### src/rtl/maxpool2_stage.sv
// 2x2 stride-2 max pooling stage between ping-pong map memories.
// Reads one upstream map window by window and writes one pooled value per window.
//
// state     | meaning
// IDLE      | waiting for an upstream start; accepts only when no unconsumed map is held
// READ      | issuing 4 reads per output window, one read per cycle
// DRAIN     | waiting for the final window write to retire
// WAIT_NEXT | one-cycle settle before returning to IDLE
module maxpool2_stage #(
    parameter int DATA_WIDTH        = 32,
    parameter int IFM_SIZE          = 9,
    parameter int NUMBER_OF_FILTERS = 28,
    parameter int OFM_SIZE          = IFM_SIZE / 2,
    parameter int ADDRESS_SIZE_IFM  = $clog2(IFM_SIZE * IFM_SIZE),
    parameter int ADDRESS_SIZE_OFM  = $clog2(OFM_SIZE * OFM_SIZE)
) (
    input  logic                                 clk,
    input  logic                                 reset,
    input  logic                                 start_from_previous,
    output logic                                 end_to_previous,
    output logic                                 ifm_sel_previous,
    output logic                                 ifm_enable_read,
    output logic [ADDRESS_SIZE_IFM-1:0]          ifm_address_read,
    input  logic [DATA_WIDTH-1:0]                ifm_data_in,
    output logic                                 ofm_enable_write,
    output logic [ADDRESS_SIZE_OFM-1:0]          ofm_address_write,
    output logic [DATA_WIDTH-1:0]                ofm_data_out,
    output logic                                 ifm_sel_next,
    input  logic                                 end_from_next,
    output logic                                 start_to_next,
    output logic [$clog2(NUMBER_OF_FILTERS)-1:0] map_count
);
    localparam int MC_W    = $clog2(NUMBER_OF_FILTERS);
    localparam int NUM_WIN = OFM_SIZE * OFM_SIZE;
    localparam logic [ADDRESS_SIZE_OFM-1:0] LAST_W     = ADDRESS_SIZE_OFM'(NUM_WIN - 1);
    localparam logic [ADDRESS_SIZE_IFM-1:0] LAST_COL   = ADDRESS_SIZE_IFM'(2 * (OFM_SIZE - 1));
    localparam logic [ADDRESS_SIZE_IFM-1:0] ROW_STEP   = ADDRESS_SIZE_IFM'(2 * IFM_SIZE);
    localparam logic [ADDRESS_SIZE_IFM-1:0] LINE       = ADDRESS_SIZE_IFM'(IFM_SIZE);
    localparam logic [MC_W-1:0]             LAST_MAP   = MC_W'(NUMBER_OF_FILTERS - 1);

    typedef enum logic [1:0] {IDLE, READ, DRAIN, WAIT_NEXT} state_t;

    state_t state_q, state_d;

    logic [1:0]                  j_q;
    logic [ADDRESS_SIZE_OFM-1:0] w_q;
    logic [ADDRESS_SIZE_IFM-1:0] row_base_q, col_off_q, sub_off, rd_addr;
    logic                        d_valid_q, d_last_q, wr_last_q;
    logic [1:0]                  d_j_q;
    logic [ADDRESS_SIZE_OFM-1:0] d_w_q;
    logic [DATA_WIDTH-1:0]       max_q;
    logic                        out_full_q;
    logic                        accept, last_read, done;

    assign accept    = (state_q == IDLE) && !out_full_q && start_from_previous;
    assign last_read = (state_q == READ) && (j_q == 2'd3) && (w_q == LAST_W);
    assign done      = (state_q == DRAIN) && ofm_enable_write && wr_last_q;

    always_comb begin
        sub_off = '0;
        case (j_q)
            2'd0: sub_off = '0;
            2'd1: sub_off = ADDRESS_SIZE_IFM'(1);
            2'd2: sub_off = LINE;
            2'd3: sub_off = LINE + ADDRESS_SIZE_IFM'(1);
            default: sub_off = '0;
        endcase
    end
    assign rd_addr = row_base_q + col_off_q + sub_off;

    always_ff @(posedge clk or posedge reset) begin
        if (reset) state_q <= IDLE;
        else       state_q <= state_d;
    end

    always_comb begin
        state_d = state_q;
        case (state_q)
            IDLE:      if (accept)    state_d = READ;
            READ:      if (last_read) state_d = DRAIN;
            DRAIN:     if (done)      state_d = WAIT_NEXT;
            WAIT_NEXT:                state_d = IDLE;
            default:                  state_d = IDLE;
        endcase
    end

    always_comb begin
        end_to_previous  = (state_q == IDLE) && !out_full_q;
        ifm_enable_read  = (state_q == READ);
        ifm_address_read = (state_q == READ) ? rd_addr : '0;
    end

    // Window walk: j steps the 2x2 taps, col_off/row_base step 2 input pixels per window.
    always_ff @(posedge clk or posedge reset) begin
        if (reset) begin
            j_q <= '0;  w_q <= '0;  row_base_q <= '0;  col_off_q <= '0;
            ifm_sel_previous <= 1'b0;
        end else if (accept) begin
            j_q <= '0;  w_q <= '0;  row_base_q <= '0;  col_off_q <= '0;
            ifm_sel_previous <= !ifm_sel_previous;
        end else if (state_q == READ) begin
            j_q <= j_q + 2'd1;
            if (j_q == 2'd3) begin
                w_q <= w_q + ADDRESS_SIZE_OFM'(1);
                if (col_off_q == LAST_COL) begin
                    col_off_q  <= '0;
                    row_base_q <= row_base_q + ROW_STEP;
                end else begin
                    col_off_q <= col_off_q + ADDRESS_SIZE_IFM'(2);
                end
            end
        end
    end

    always_ff @(posedge clk or posedge reset) begin
        if (reset) begin
            d_valid_q <= 1'b0;  d_j_q <= '0;  d_w_q <= '0;  d_last_q <= 1'b0;
            max_q <= '0;  ofm_enable_write <= 1'b0;  ofm_address_write <= '0;  wr_last_q <= 1'b0;
        end else begin
            d_valid_q <= (state_q == READ);
            d_j_q     <= j_q;
            d_w_q     <= w_q;
            d_last_q  <= last_read;
            if (d_valid_q) begin
                if (d_j_q == 2'd0 || ifm_data_in > max_q) max_q <= ifm_data_in;
            end
            ofm_enable_write  <= d_valid_q && (d_j_q == 2'd3);
            ofm_address_write <= d_w_q;
            wr_last_q         <= d_valid_q && (d_j_q == 2'd3) && d_last_q;
        end
    end

    assign ofm_data_out  = max_q;
    assign start_to_next = out_full_q && end_from_next;

    // A completion in the same cycle as a handoff keeps the bank marked full.
    always_ff @(posedge clk or posedge reset) begin
        if (reset) begin
            out_full_q   <= 1'b0;
            map_count    <= '0;
            ifm_sel_next <= 1'b0;
        end else begin
            if (done)               out_full_q <= 1'b1;
            else if (start_to_next) out_full_q <= 1'b0;
            if (start_to_next) ifm_sel_next <= !ifm_sel_next;
            if (done) map_count <= (map_count == LAST_MAP) ? '0 : map_count + MC_W'(1);
        end
    end
endmodule

### config.mk
export PLATFORM = sky130hd
export DESIGN_NAME = maxpool2_stage
export DESIGN_NICKNAME = d
export VERILOG_FILES = /design/src/rtl/maxpool2_stage.sv
export SDC_FILE = /design/constraint.sdc
export NUM_CORES = 1
export LEC_CHECK = 0
export BUFFER_PORTS_ARGS = -buffer_cell sky130_fd_sc_hd__buf_4
export CAP_MARGIN = 20
export CORE_MARGIN = 2
export CORE_UTILIZATION = 41
export CTS_CLUSTER_DIAMETER = 150
export DETAILED_ROUTE_END_ITERATION = 8
export PLACE_DENSITY = 0.72
export SLEW_MARGIN = 20
export SYNTH_ARGS = -nofsm -noshare
export SYNTH_HDL_FRONTEND = slang
export SYNTH_SLANG_ARGS = --single-unit
### constraint.sdc
create_clock -name clk -period 4.71 [get_ports clk]
set_input_delay 0.7065 -clock clk [delete_from_list [all_inputs] [get_ports clk]]
set_output_delay 0.7065 -clock clk [all_outputs]
set_load 0.02 [all_outputs]
==> summary.txt, run 1 <==
Pwr
  • Sw frac: 40.9%
  • Gate power share: 54.5%
  • Power Dens Cells: 651 nW/um2
  • Clock Power Share: 14.6%
  • Leak: 2.75 nW
  • Pwr Total: 3.47 mW
  • Internal: 2.05 mW
  • Sequential power share: 31.0%
  • Worst VDD drop: 0.368 mV
  • Switch Pwr: 1.42 mW

STA
  • Setup TNS: 0 ps
  • Slew Limit Fails: 0
  • Finish-stage setup viols: 0
  • Clock Skews: 14.6 ps
  • Final worst path period share: 76.2%
  • Hold Vio Cnt, Final: 0
  • Slew @ Worst Pin: 959 ps
  • Fin crit period: 3590 ps
  • Worst setup margin: 1120 ps
  • Rel. slew slack: 35.9%
  • Peak Freq: 0.278 GHz
  • RSZ-0062 raised after global routing: no

Final layout
  • Post-layout util: 51.8%
  • Final non-filler cell total: 640
  • P&R area growth vs syn: 22.9%
  • Commonest non-fill, non-tap cell in the layout: buf_4
  • Fill count: 937
  • Commonest non-fill, non-tap cells in the layout: buf_4 (91), dfrtp_1 (74), ha_1 (50), inv_1 (47), nand2_1 (30)
  • NumNets Final: 588
  • Ratio of cells with drive above 1 in the final layout: 27.0%
  • Ant. Diodes: 0

GRT
  • Vias in the first global route: 3331
  • Largest net degree at the start of global routing: 43
  • GRT Total Usage: 17.0%
  • Initial antenna violation count: 0
  • Grt ovf: 0
  • First-pass GRT wire length: 15600 um

Floorplanning
  • Die ar.: 11400 um2
  • Core box area: 10300 um2
  • Die X-Extent: 107 um
  • # IOs: 90
  • Die height: 107 um
  • Row Count: 37
  • Starting Density: 42.2%

Placement
  • Setup slack at placement: 1060 ps
  • PortBufs: 89
  • Post-Place Cells: 624
  • DP HPWL: 6940 um
  • Routability cong.: 0.834

Detailed routing
  • Router iterations before antenna repair: 4
  • Residual DRC: 0
  • Vias per cell: 5.16
  • Initial DRC count: 185
  • Post-DRT Antenna Nets: 0
  • Final WL: 9320 um
  • DR vias: 3304
  • Drt wl/cell: 14.6 um

Setup path
  • CP top delay family: adder cells
  • Slowest stage delay, CP: 500 ps
  • Crit path kind: register to primary output
  • CP Capture Type: primary output
  • Worst EP required: 4000 ps
  • CP Max Fanout: 4
  • Crit path to: ifm_address_read[6]
  • Crit path DAT: 2880 ps
  • CP Cell Sequence: ha_1 > nor2_1 > fa_1 > inv_1 > ha_1 > a21oi_1 > o21bai_1 > a21oi_1 > xnor2_1 > and2_1 > buf_4
  • R2r startpoint: ofm_data_out[23]$_DFFE_PP0P_
  • R2r setup slk: 1480 ps
  • Bufs and invs on worst path: 2
  • Worst setup SP type: register
  • Crit path depth: 11
  • R2r endpoint: ofm_data_out[20]$_DFFE_PP0P_
  • Slowest-stage cell, CP: fa_1
  • Setup crit start: j_q[0]$_DFFE_PP0P_
  • Logic depth of the worst register-to-register path: 10

Clock tree
  • Reg clk slew, reported paths: 70 ps
  • Skew-Pair Late Insertion Delay: 350 ps
  • Clock sinks: 74
  • Total CTS buffers: 9
  • Cts hold-fix bufs: 0
  • Post-CTS Resized: 0
  • Root Driver: clkbuf_8
  • Clock buffer depth: 2
  • H-tree depth: 3
  • CTS tree: built
  • Setup Buffers After CTS: 0

Yosys
  • Post-Synthesis Cell Area: 4330 um2
  • Synth Warn #: 0
  • #FFs+latches synth: 74
  • Primary FF master, synth: dfrtp_1
  • Syn nets: 496
  • Async SR Flop Fraction: 100%
  • Post-synth EDFFs: 0
  • Count of cell types in the netlist: 43
  • Adder-cell share of the synthesized area: 15.8%
  • Post-Synth Simple-Gate Area: 11.2%
  • Avg Inst Size Synth: 10.6 um2
  • Post-synthesis mux area share: 7.71%
  • Synth Area in Compound Gates: 13.7%
  • Mapped Cells: 407
  • Combinational family with the most area after synthesis: adder cells
  • Seq/Total Area, Yosys: 42.7%
  • Synth Area in XOR/XNOR: 3.23%

Status
  • Outcome: finished clean

Job
  • Max Cap Viol: 0

Worst hold path
  • Hold depth: 0
  • Worst min path class: register to register
## synth_stat cells (5+ instances only)
cell       n  area, um2
nor2b_1    5       31.3
dfrtp_1   74       1850
nand3_1   12       60.1
xnor2_1   12        105
nand2_1   30        113
o21ai_0   16       80.1
ha_1      50        626
a21oi_1   27        135
inv_1     48        180
nor2_1    19       71.3
and2_1     9       56.3
a32o_1    10        100
nand4_1   10       62.6
a221o_1   10        100
mux2_4    20        300
clkbuf_1   6       22.5
a21o_1     5       37.5
## flip-flops by register name, indices dropped and copies added, names as in the netlist, 4 cells and up
signal and flops:
ofm_data_out 32, col_off_q 6, row_base_q 6, map_count 5
d_w_q 4, ofm_address_write 4, w_q 4
## how the worst min path moves through the flow
| stage | end | startpoint |
|---|---|---|
| after floorplan | ofm_address_write[0]$_DFF_PP0_ | d_w_q[0]$_DFF_PP0_ |
| after global placement | ofm_address_write[2]$_DFF_PP0_ | d_w_q[2]$_DFF_PP0_ |
| after detailed placement | ofm_address_write[3]$_DFF_PP0_ | d_w_q[3]$_DFF_PP0_ |
| after CTS | ofm_address_write[3]$_DFF_PP0_ | d_w_q[3]$_DFF_PP0_ |
| after global routing | ofm_address_write[1]$_DFF_PP0_ | d_w_q[1]$_DFF_PP0_ |
| final | ofm_address_write[3]$_DFF_PP0_ | d_w_q[3]$_DFF_PP0_ |
## cell families after synthesis
| logic type | after synthesis |
|---|---|
| muxes | 23 |
| xor gates and xnor gates | 16 |
| and+or+nand+nor | 98 |
| DFF | 74 |
| AOI/OAI and AO/OA | 84 |
| other | 1 |
| adders and majority gates | 53 |
| buffers and inverters | 58 |
## metrics by stage
step	instance area [um2]	hold slack, ps
final	5330	351
after detailed placement	5130	336
after global placement	5130	338
after CTS	5330	353
after global routing	5330	366
after floorplan	4330	331
## layer usage
metal  GRT usage (%)  wire length [um]  part of all wire [%]  vias to the layer above
li1                -                 -                     -                     1619
met1            22.0              4240                    45                     1596
met2            28.3              4480                    48                       78
met3            3.34               486                   5.2                       11
met4            6.03               113                   1.2                        0
met5               0                 0                     0                        -
## power by group through the flow
stage	combinational [mW]	clock [mW]	sequential (mW)
5_1_grt	2.09	0.551	1.11
3_3_place_gp	1.83	0	1.07
4_1_cts	1.91	0.519	1.07
6_report	1.89	0.506	1.07
2_1_floorplan	1.16	0	1.22
3_5_place_dp	1.89	0	1.08
## final cells by class
class	count	area (um2)	share of cell area, %
inverters	48	180	3.38
clock inverters	2	35.0	0.658
flip-flops and latches	74	1850	34.8
multi-input cells	275	2240	42.1
clock buffers	14	163	3.05
well taps	136	170	3.20
repair buffers	91	683	12.8
Note: power is estimated with default switching activity, not from simulation.
==> inputs of run 2 (changes only) <==
- PLACE_DENSITY: 0.72 -> 0.74
- clock period: 4.71 -> 3.15 ns (I/O delays scaled with it)
==> run 2 against run 1 <==
Effect of this change:
- power increased by 57%
- core utilization increased by 1.4 points
- via count increased by 2.2%
- highest routed layer unchanged
==> summary.txt, run 2 (synthesis results as in run 1) <==
Setup path
  • CP Capture Type: primary output (unchanged)
  • R2r setup slk: 330 ps (was 1480 ps)
  • Crit path kind: register to primary output (unchanged)
  • Crit path DAT: 2580 ps (was 2880 ps)
  • Worst setup SP type: register (unchanged)
  • CP Cell Sequence: inv_2 > ha_4 > nor2_4 > fa_1 > inv_2 > ha_4 > a21oi_4 > o21bai_1 > a21oi_1 > xnor2_1 > and2_1 > buf_6 (was ha_1 > nor2_1 > fa_1 > inv_1 > ha_1 > a21oi_1 > o21bai_1 > a21oi_1 > xnor2_1 > and2_1 > buf_4)
  • R2r startpoint: ofm_data_out[23]$_DFFE_PP0P_ (unchanged)
  • Worst EP required: 2680 ps (was 4000 ps)
  • CP top delay family: adder cells (unchanged)
  • Slowest-stage cell, CP: fa_1 (unchanged)
  • CP Max Fanout: 4 (unchanged)
  • Bufs and invs on worst path: 3 (was 2)
  • Logic depth of the worst register-to-register path: 9 (was 10)
  • R2r endpoint: ofm_data_out[0]$_DFFE_PP0P_ (was ofm_data_out[20]$_DFFE_PP0P_)
  • Crit path depth: 12 (was 11)
  • Slowest stage delay, CP: 480 ps (was 500 ps)

Placement
  • DP HPWL: 6980 um (was 6940 um)
  • Routability cong.: 0.822 (was 0.834)
  • PortBufs: 89 (unchanged)
  • Post-Place Cells: 627 (was 624)

Status
  • Outcome: finished clean (unchanged)

Pwr
  • Power Dens Cells: 993 nW/um2 (was 651 nW/um2)
  • Worst VDD drop: 0.706 mV (was 0.368 mV)
  • Sw frac: 40.6% (was 40.9%)
  • Gate power share: 55.0% (was 54.5%)
  • Switch Pwr: 2.21 mW (was 1.42 mW)
  • Leak: 2.79 nW (was 2.75 nW)
  • Internal: 3.23 mW (was 2.05 mW)
  • Pwr Total: 5.43 mW (was 3.47 mW)
  • Sequential power share: 29.8% (was 31.0%)
  • Clock Power Share: 15.2% (was 14.6%)

Clock tree
  • Skew-Pair Late Insertion Delay: 350 ps (about the same)
  • CTS tree: built (unchanged)
  • Cts hold-fix bufs: 0 (unchanged)
  • Total CTS buffers: 9 (unchanged)
  • H-tree depth: 3 (unchanged)
  • Clock sinks: 74 (unchanged)
  • Reg clk slew, reported paths: 80 ps (was 70 ps)
  • Root Driver: clkbuf_8 (unchanged)
  • Clock buffer depth: 2 (unchanged)

STA
  • Clock Skews: 13.0 ps (was 14.6 ps)
  • Fin crit period: 3050 ps
  • Worst hold margin: 305 ps (was 351 ps)
  • RSZ-0062 raised after global routing: yes (was no)
  • Rel. slew slack: 34.1% (was 35.9%)
  • Hold Vio Cnt, Final: 0 (unchanged)
  • Slew @ Worst Pin: 988 ps (was 959 ps)
  • Peak Freq: 0.327 GHz
  • Finish-stage setup viols: 0 (unchanged)
  • Final worst path period share: 97.0%
  • Slew Limit Fails: 0 (unchanged)

Final layout
  • NumNets Final: 594 (was 588)
  • Ant. Diodes: 0 (unchanged)
  • Ratio of cells with drive above 1 in the final layout: 30.4% (was 27.0%)
  • Max reg flops: 32 (unchanged)
  • Commonest non-fill, non-tap cell in the layout: buf_4 (unchanged)
  • P&R area growth vs syn: 26.3% (was 22.9%)
  • Final non-filler cell total: 646 (was 640)
  • Post-layout util: 53.3% (was 51.8%)
  • Commonest non-fill, non-tap cells in the layout: buf_4 (95), dfrtp_1 (72), ha_1 (47), inv_1 (45), nand2_1 (30) (was buf_4 (91), dfrtp_1 (74), ha_1 (50), inv_1 (47), nand2_1 (30))
  • Fill count: 915 (was 937)

Worst hold path
  • End of the worst hold path: out_full_q$_DFFE_PP0P_ (was ofm_address_write[3]$_DFF_PP0_)
  • Worst min path class: input pin to register (was register to register)
  • HP Start: end_from_next (was d_w_q[3]$_DFF_PP0_)
  • Hold depth: 2 (was 0)

GRT
  • GRT Total Usage: 17.2% (was 17.0%)
  • Grt ovf: 0 (unchanged)
  • Largest net degree at the start of global routing: 75 (was 43)
  • First-pass GRT wire length: 15700 um (was 15600 um)
  • Vias in the first global route: 3469 (was 3331)
  • Initial antenna violation count: 0 (unchanged)

Floorplanning
  • Starting Density: 42.2% (unchanged)
  • Row Count: 37 (unchanged)
  • Die height: 107 um (unchanged)
  • Die ar.: 11400 um2 (unchanged)
  • # IOs: 90 (unchanged)
  • Die X-Extent: 107 um (unchanged)
  • Core box area: 10300 um2 (unchanged)

Detailed routing
  • Residual DRC: 0 (unchanged)
  • Initial DRC count: 157 (was 185)
  • Post-DRT Antenna Nets: 0 (unchanged)
  • DR vias: 3377 (was 3304)
  • Router iterations before antenna repair: 5 (was 4)
  • Vias per cell: 5.23 (was 5.16)
  • Final WL: 9400 um (was 9320 um)
  • Drt wl/cell: 14.5 um (was 14.6 um)

Job
  • Max Cap Viol: 0 (unchanged)
[run 2: routing by layer]
metal	share of wire [%]	wire (um)	track usage (%)
met1	43	4080	21.0
met5	0	0	0
met2	50	4690	29.7
met4	1.1	106	4.73
met3	5.5	519	5.11
[run 2: how the worst max path moves through the flow]
stage	start	to	slack, ps
floorplan	j_q[0]$_DFFE_PP0P_	ifm_address_read[6]	420
global placement	j_q[0]$_DFFE_PP0P_	ifm_address_read[6]	200
detailed placement	ifm_data_in[9]	ofm_data_out[20]$_DFFE_PP0P_	190
CTS	j_q[0]$_DFFE_PP0P_	ifm_address_read[6]	-10
global route	j_q[0]$_DFFE_PP0P_	ifm_address_read[6]	-20
finish	j_q[0]$_DFFE_PP0P_	ifm_address_read[6]	100
[run 2: worst register-to-register path, delay by kind of cell, from the launching register on]
| family | cells | cell delay (ps) |
|---|---|---|
| AO/OA/AOI/OAI | 4 | 1230 |
| flip-flops | 1 | 410 |
| adder cells (fa/ha/maj) | 1 | 320 |
| multiplexers | 1 | 320 |
| buffers and inverters | 2 | 280 |
| AND/OR/NAND/NOR | 1 | 150 |
[run 2: power groups by stage]
stage	registers [mW]	logic (mW)	clock network, mW
final	1.62	2.99	0.826
after global routing	1.67	3.27	0.898
after CTS	1.61	2.94	0.853
after detailed placement	1.62	2.86	0
after global placement	1.60	2.76	0
after floorplan	1.82	1.73	0
[run 2: cell type report]
type                    instances  area (um2)  area share [%]
multi-input cells             275        2300            42.1
flip-flops and latches         74        1850            33.9
repair buffers                 97         744            13.6
inverters                      48         180            3.29
well taps                     136         170            3.11
clock buffers                   9         124            2.26
clock inverters                 7        98.8            1.81
[run 2: repair_timing]
action	4_1_cts	5_1_grt
setup buffers	2	1
setup endpoints to repair	2	3
gates resized for setup	7	8
pin swaps	7	8
[run 2: through the flow]
step | worst slack [ps] | setup TNS [ps] | area, um2
floorplan | 418 | 0 | 4330
global placement | 203 | 0 | 5160
detailed placement | 188 | 0 | 5160
CTS | -12.1 | -12.1 | 5430
global route | -24.7 | -24.7 | 5470
finish | 95.3 | 0 | 5470
==> inputs of run 3 (changes only) <==
- CORE_UTILIZATION: 41 -> 50
- CTS_CLUSTER_DIAMETER: 150 -> not set
- PLACE_DENSITY: 0.74 -> 0.86
- REMOVE_ABC_BUFFERS: not set -> 1
==> run 3 against run 2 <==
Effect of this change:
- global-route usage grew 3.4 points
- maximum frequency fell by 2.1%
- critical path depth is the same
- routed wire length increased by 4.5%
- sequential power hardly changed
- critical endpoint unchanged
- largest cell class unchanged
==> summary.txt, run 3 (synthesis results as in run 1) <==
Worst hold path
  • Worst min path class: input pin to asynchronous set/reset pin (was input pin to register)

Floorplanning
  • Starting Density: 52.2% (was 42.2%)
  • # IOs: 90 (unchanged)
  • Die ar.: 9430 um2 (was 11400 um2)
  • Core box area: 8300 um2 (was 10300 um2)
  • Die X-Extent: 97.1 um (was 107 um)
  • Row Count: 33 (was 37)
  • Die height: 97.1 um (was 107 um)

Detailed routing
  • Max layer used: met4 (unchanged)
  • Residual DRC: 0 (unchanged)
  • DR vias: 3433 (was 3377)
  • DRT met1 WL: 4080 um (about the same)
  • Vias per cell: 5.58 (was 5.23)
  • Initial DRC count: 148 (was 157)
  • Met2 routed WL: 4890 um (was 4690 um)
  • Router iterations before antenna repair: 4 (was 5)
  • Drt wl/cell: 16.0 um (was 14.5 um)
  • Post-DRT Antenna Nets: 0 (unchanged)
  • Final WL: 9820 um (was 9400 um)
  • Met3 Wirelength: 649 um (was 519 um)

STA
  • Hold Vio Cnt, Final: 0 (unchanged)
  • Finish-stage setup viols: 0 (unchanged)
  • Slew @ Worst Pin: 978 ps (was 988 ps)
  • Peak Freq: 0.320 GHz (was 0.327 GHz)
  • Fin crit period: 3120 ps (was 3050 ps)
  • RSZ-0062 raised after global routing: yes (unchanged)
  • Worst setup margin: 28.7 ps (was 95.3 ps)
  • Clock Skews: 11.7 ps (was 13.0 ps)
  • Slew Limit Fails: 0 (unchanged)
  • Final worst path period share: 99.1% (was 97.0%)
  • Rel. slew slack: 34.8% (was 34.1%)

Setup path
  • CP Capture Type: primary output (unchanged)
  • CP Max Fanout: 4 (unchanged)
  • Crit path DAT: 2650 ps (was 2580 ps)
  • Slowest-stage cell, CP: fa_1 (unchanged)
  • Crit path kind: register to primary output (unchanged)
  • CP top delay family: adder cells (unchanged)
  • Worst EP required: 2680 ps (about the same)
  • Bufs and invs on worst path: 3 (unchanged)
  • Slowest stage delay, CP: 520 ps (was 480 ps)
  • CP Cell Sequence: inv_2 > ha_4 > nor2_4 > fa_1 > inv_2 > ha_4 > a21oi_4 > o21bai_1 > a21oi_1 > xnor2_1 > and2_1 > buf_6 (unchanged)
  • Worst setup SP type: register (unchanged)

Final layout
  • Max reg flops: 32 (unchanged)
  • Ratio of cells with drive above 1 in the final layout: 30.8% (was 30.4%)
  • NumNets Final: 594 (unchanged)
  • Commonest non-fill, non-tap cells in the layout: buf_4 (92), dfrtp_1 (72), ha_1 (46), inv_1 (45), nand2_1 (30) (was buf_4 (95), dfrtp_1 (72), ha_1 (47), inv_1 (45), nand2_1 (30))
  • P&R area growth vs syn: 26.6% (was 26.3%)
  • Ant. Diodes: 0 (unchanged)
  • Final instance area: 5490 um2 (was 5470 um2)
  • Fill count: 607 (was 915)
  • Final non-filler cell total: 615 (was 646)
  • Post-layout util: 66.1% (was 53.3%)
  • Commonest non-fill, non-tap cell in the layout: buf_4 (unchanged)

Pwr
  • Leak: 2.81 nW (was 2.79 nW)
  • Worst VDD drop: 0.587 mV (was 0.706 mV)
  • Internal: 3.32 mW (was 3.23 mW)
  • Gate power share: 54.8% (was 55.0%)
  • Clock Power Share: 16.1% (was 15.2%)
  • Sequential power share: 29.2% (was 29.8%)
  • Switch Pwr: 2.26 mW (was 2.21 mW)
  • Power Dens Cells: 1020 nW/um2 (was 993 nW/um2)
  • Sw frac: 40.5% (was 40.6%)

Placement
  • Post-Place Cells: 596 (was 627)
  • PortBufs: 89 (unchanged)
  • Placed cell area: 5140 um2 (was 5160 um2)
  • Setup slack at placement: 247 ps (was 188 ps)
  • DP HPWL: 6990 um (was 6980 um)
  • Routability cong.: 0.856 (was 0.822)

Clock tree
  • Clock sinks: 74 (unchanged)
  • Total CTS buffers: 9 (unchanged)
  • CTS tree: built (unchanged)
  • Reg clk slew, reported paths: 80 ps (about the same)
  • H-tree depth: 3 (unchanged)
  • Skew-Pair Late Insertion Delay: 360 ps (was 350 ps)
  • Root Driver: clkbuf_8 (unchanged)
  • Cts hold-fix bufs: 0 (unchanged)
  • Clock buffer depth: 2 (unchanged)

Job
  • Max Cap Viol: 0 (unchanged)

GRT
  • Grt ovf: 0 (unchanged)
  • Vias in the first global route: 3374 (was 3469)
  • Initial antenna violation count: 0 (unchanged)
  • First-pass GRT wire length: 15800 um (was 15700 um)
  • Largest net degree at the start of global routing: 75 (unchanged)
  • GRT Total Usage: 20.6% (was 17.2%)

Status
  • Outcome: finished clean (unchanged)
run 3: cell types whose count changed in the layout (fill, tap and decap cells not counted), sizes merged:
cell	previous run	this run
inv	50	49
bufinv	2	3
run 3: final timing paths:
check | start | to | slack [ps] | cells after the start
setup / recovery | j_q[0]$_DFFE_PP0P_ | ifm_address_read[6] | 30 | 12
hold / removal | reset | ofm_data_out[30]$_DFFE_PP0P_ | 200 | 3
setup reg to reg | ofm_data_out[23]$_DFFE_PP0P_ | ofm_data_out[4]$_DFFE_PP0P_ | 340 | 9
hold reg to reg | d_w_q[2]$_DFF_PP0_ | ofm_address_write[2]$_DFF_PP0_ | 350 | 0
max in group asynchronous | reset | j_q[0]$_DFFE_PP0P_ | 2620 | 3
min in group clk | end_from_next | out_full_q$_DFFE_PP0P_ | 300 | 2
run 3: worst min-delay path, cell delays in order:
cell    delay (ps)
buf_4          110
inv_2           60
buf_12         330
run 3: what timing repair did:
item / in CTS / in global routing
pin swaps: 2 / 8
resized for setup: 5 / 15
gates cloned: 0 / 0
buffers inserted: 2 / 1
endpoints found under the setup margin: 2 / 3
run 3: layout make-up:
type	count	area [um2]	area share (%)
flip-flops and latches	74	1850	33.8
multi-input cells	275	2320	42.2
inverters	48	180	3.28
well taps	105	131	2.39
clock inverters	7	116	2.12
repair buffers	97	764	13.9
clock buffers	9	124	2.26
run 3: power by group through the flow:
stage	clock, mW	sequential, mW	combinational (mW)
floorplan	0	1.82	1.68
global placement	0	1.60	2.76
detailed placement	0	1.62	2.87
CTS	0.913	1.61	2.94
global route	0.956	1.67	3.32
finish	0.897	1.63	3.06
run 3: layer usage:
layer | vias up | GRT usage [%]
met5 | - | 0
met4 | 0 | 7.91
met3 | 18 | 5.04
met2 | 129 | 34.9
met1 | 1659 | 25.5
li1 | 1627 | -
run 3: stage by stage:
stage               power, mW  hold WS, ps  TNS (ps)
floorplan                3.50          331     -1170
global placement         4.36          335         0
detailed placement       4.49          337         0
CTS                      5.46          210         0
global route             5.95          231      -112
finish                   5.58          199         0
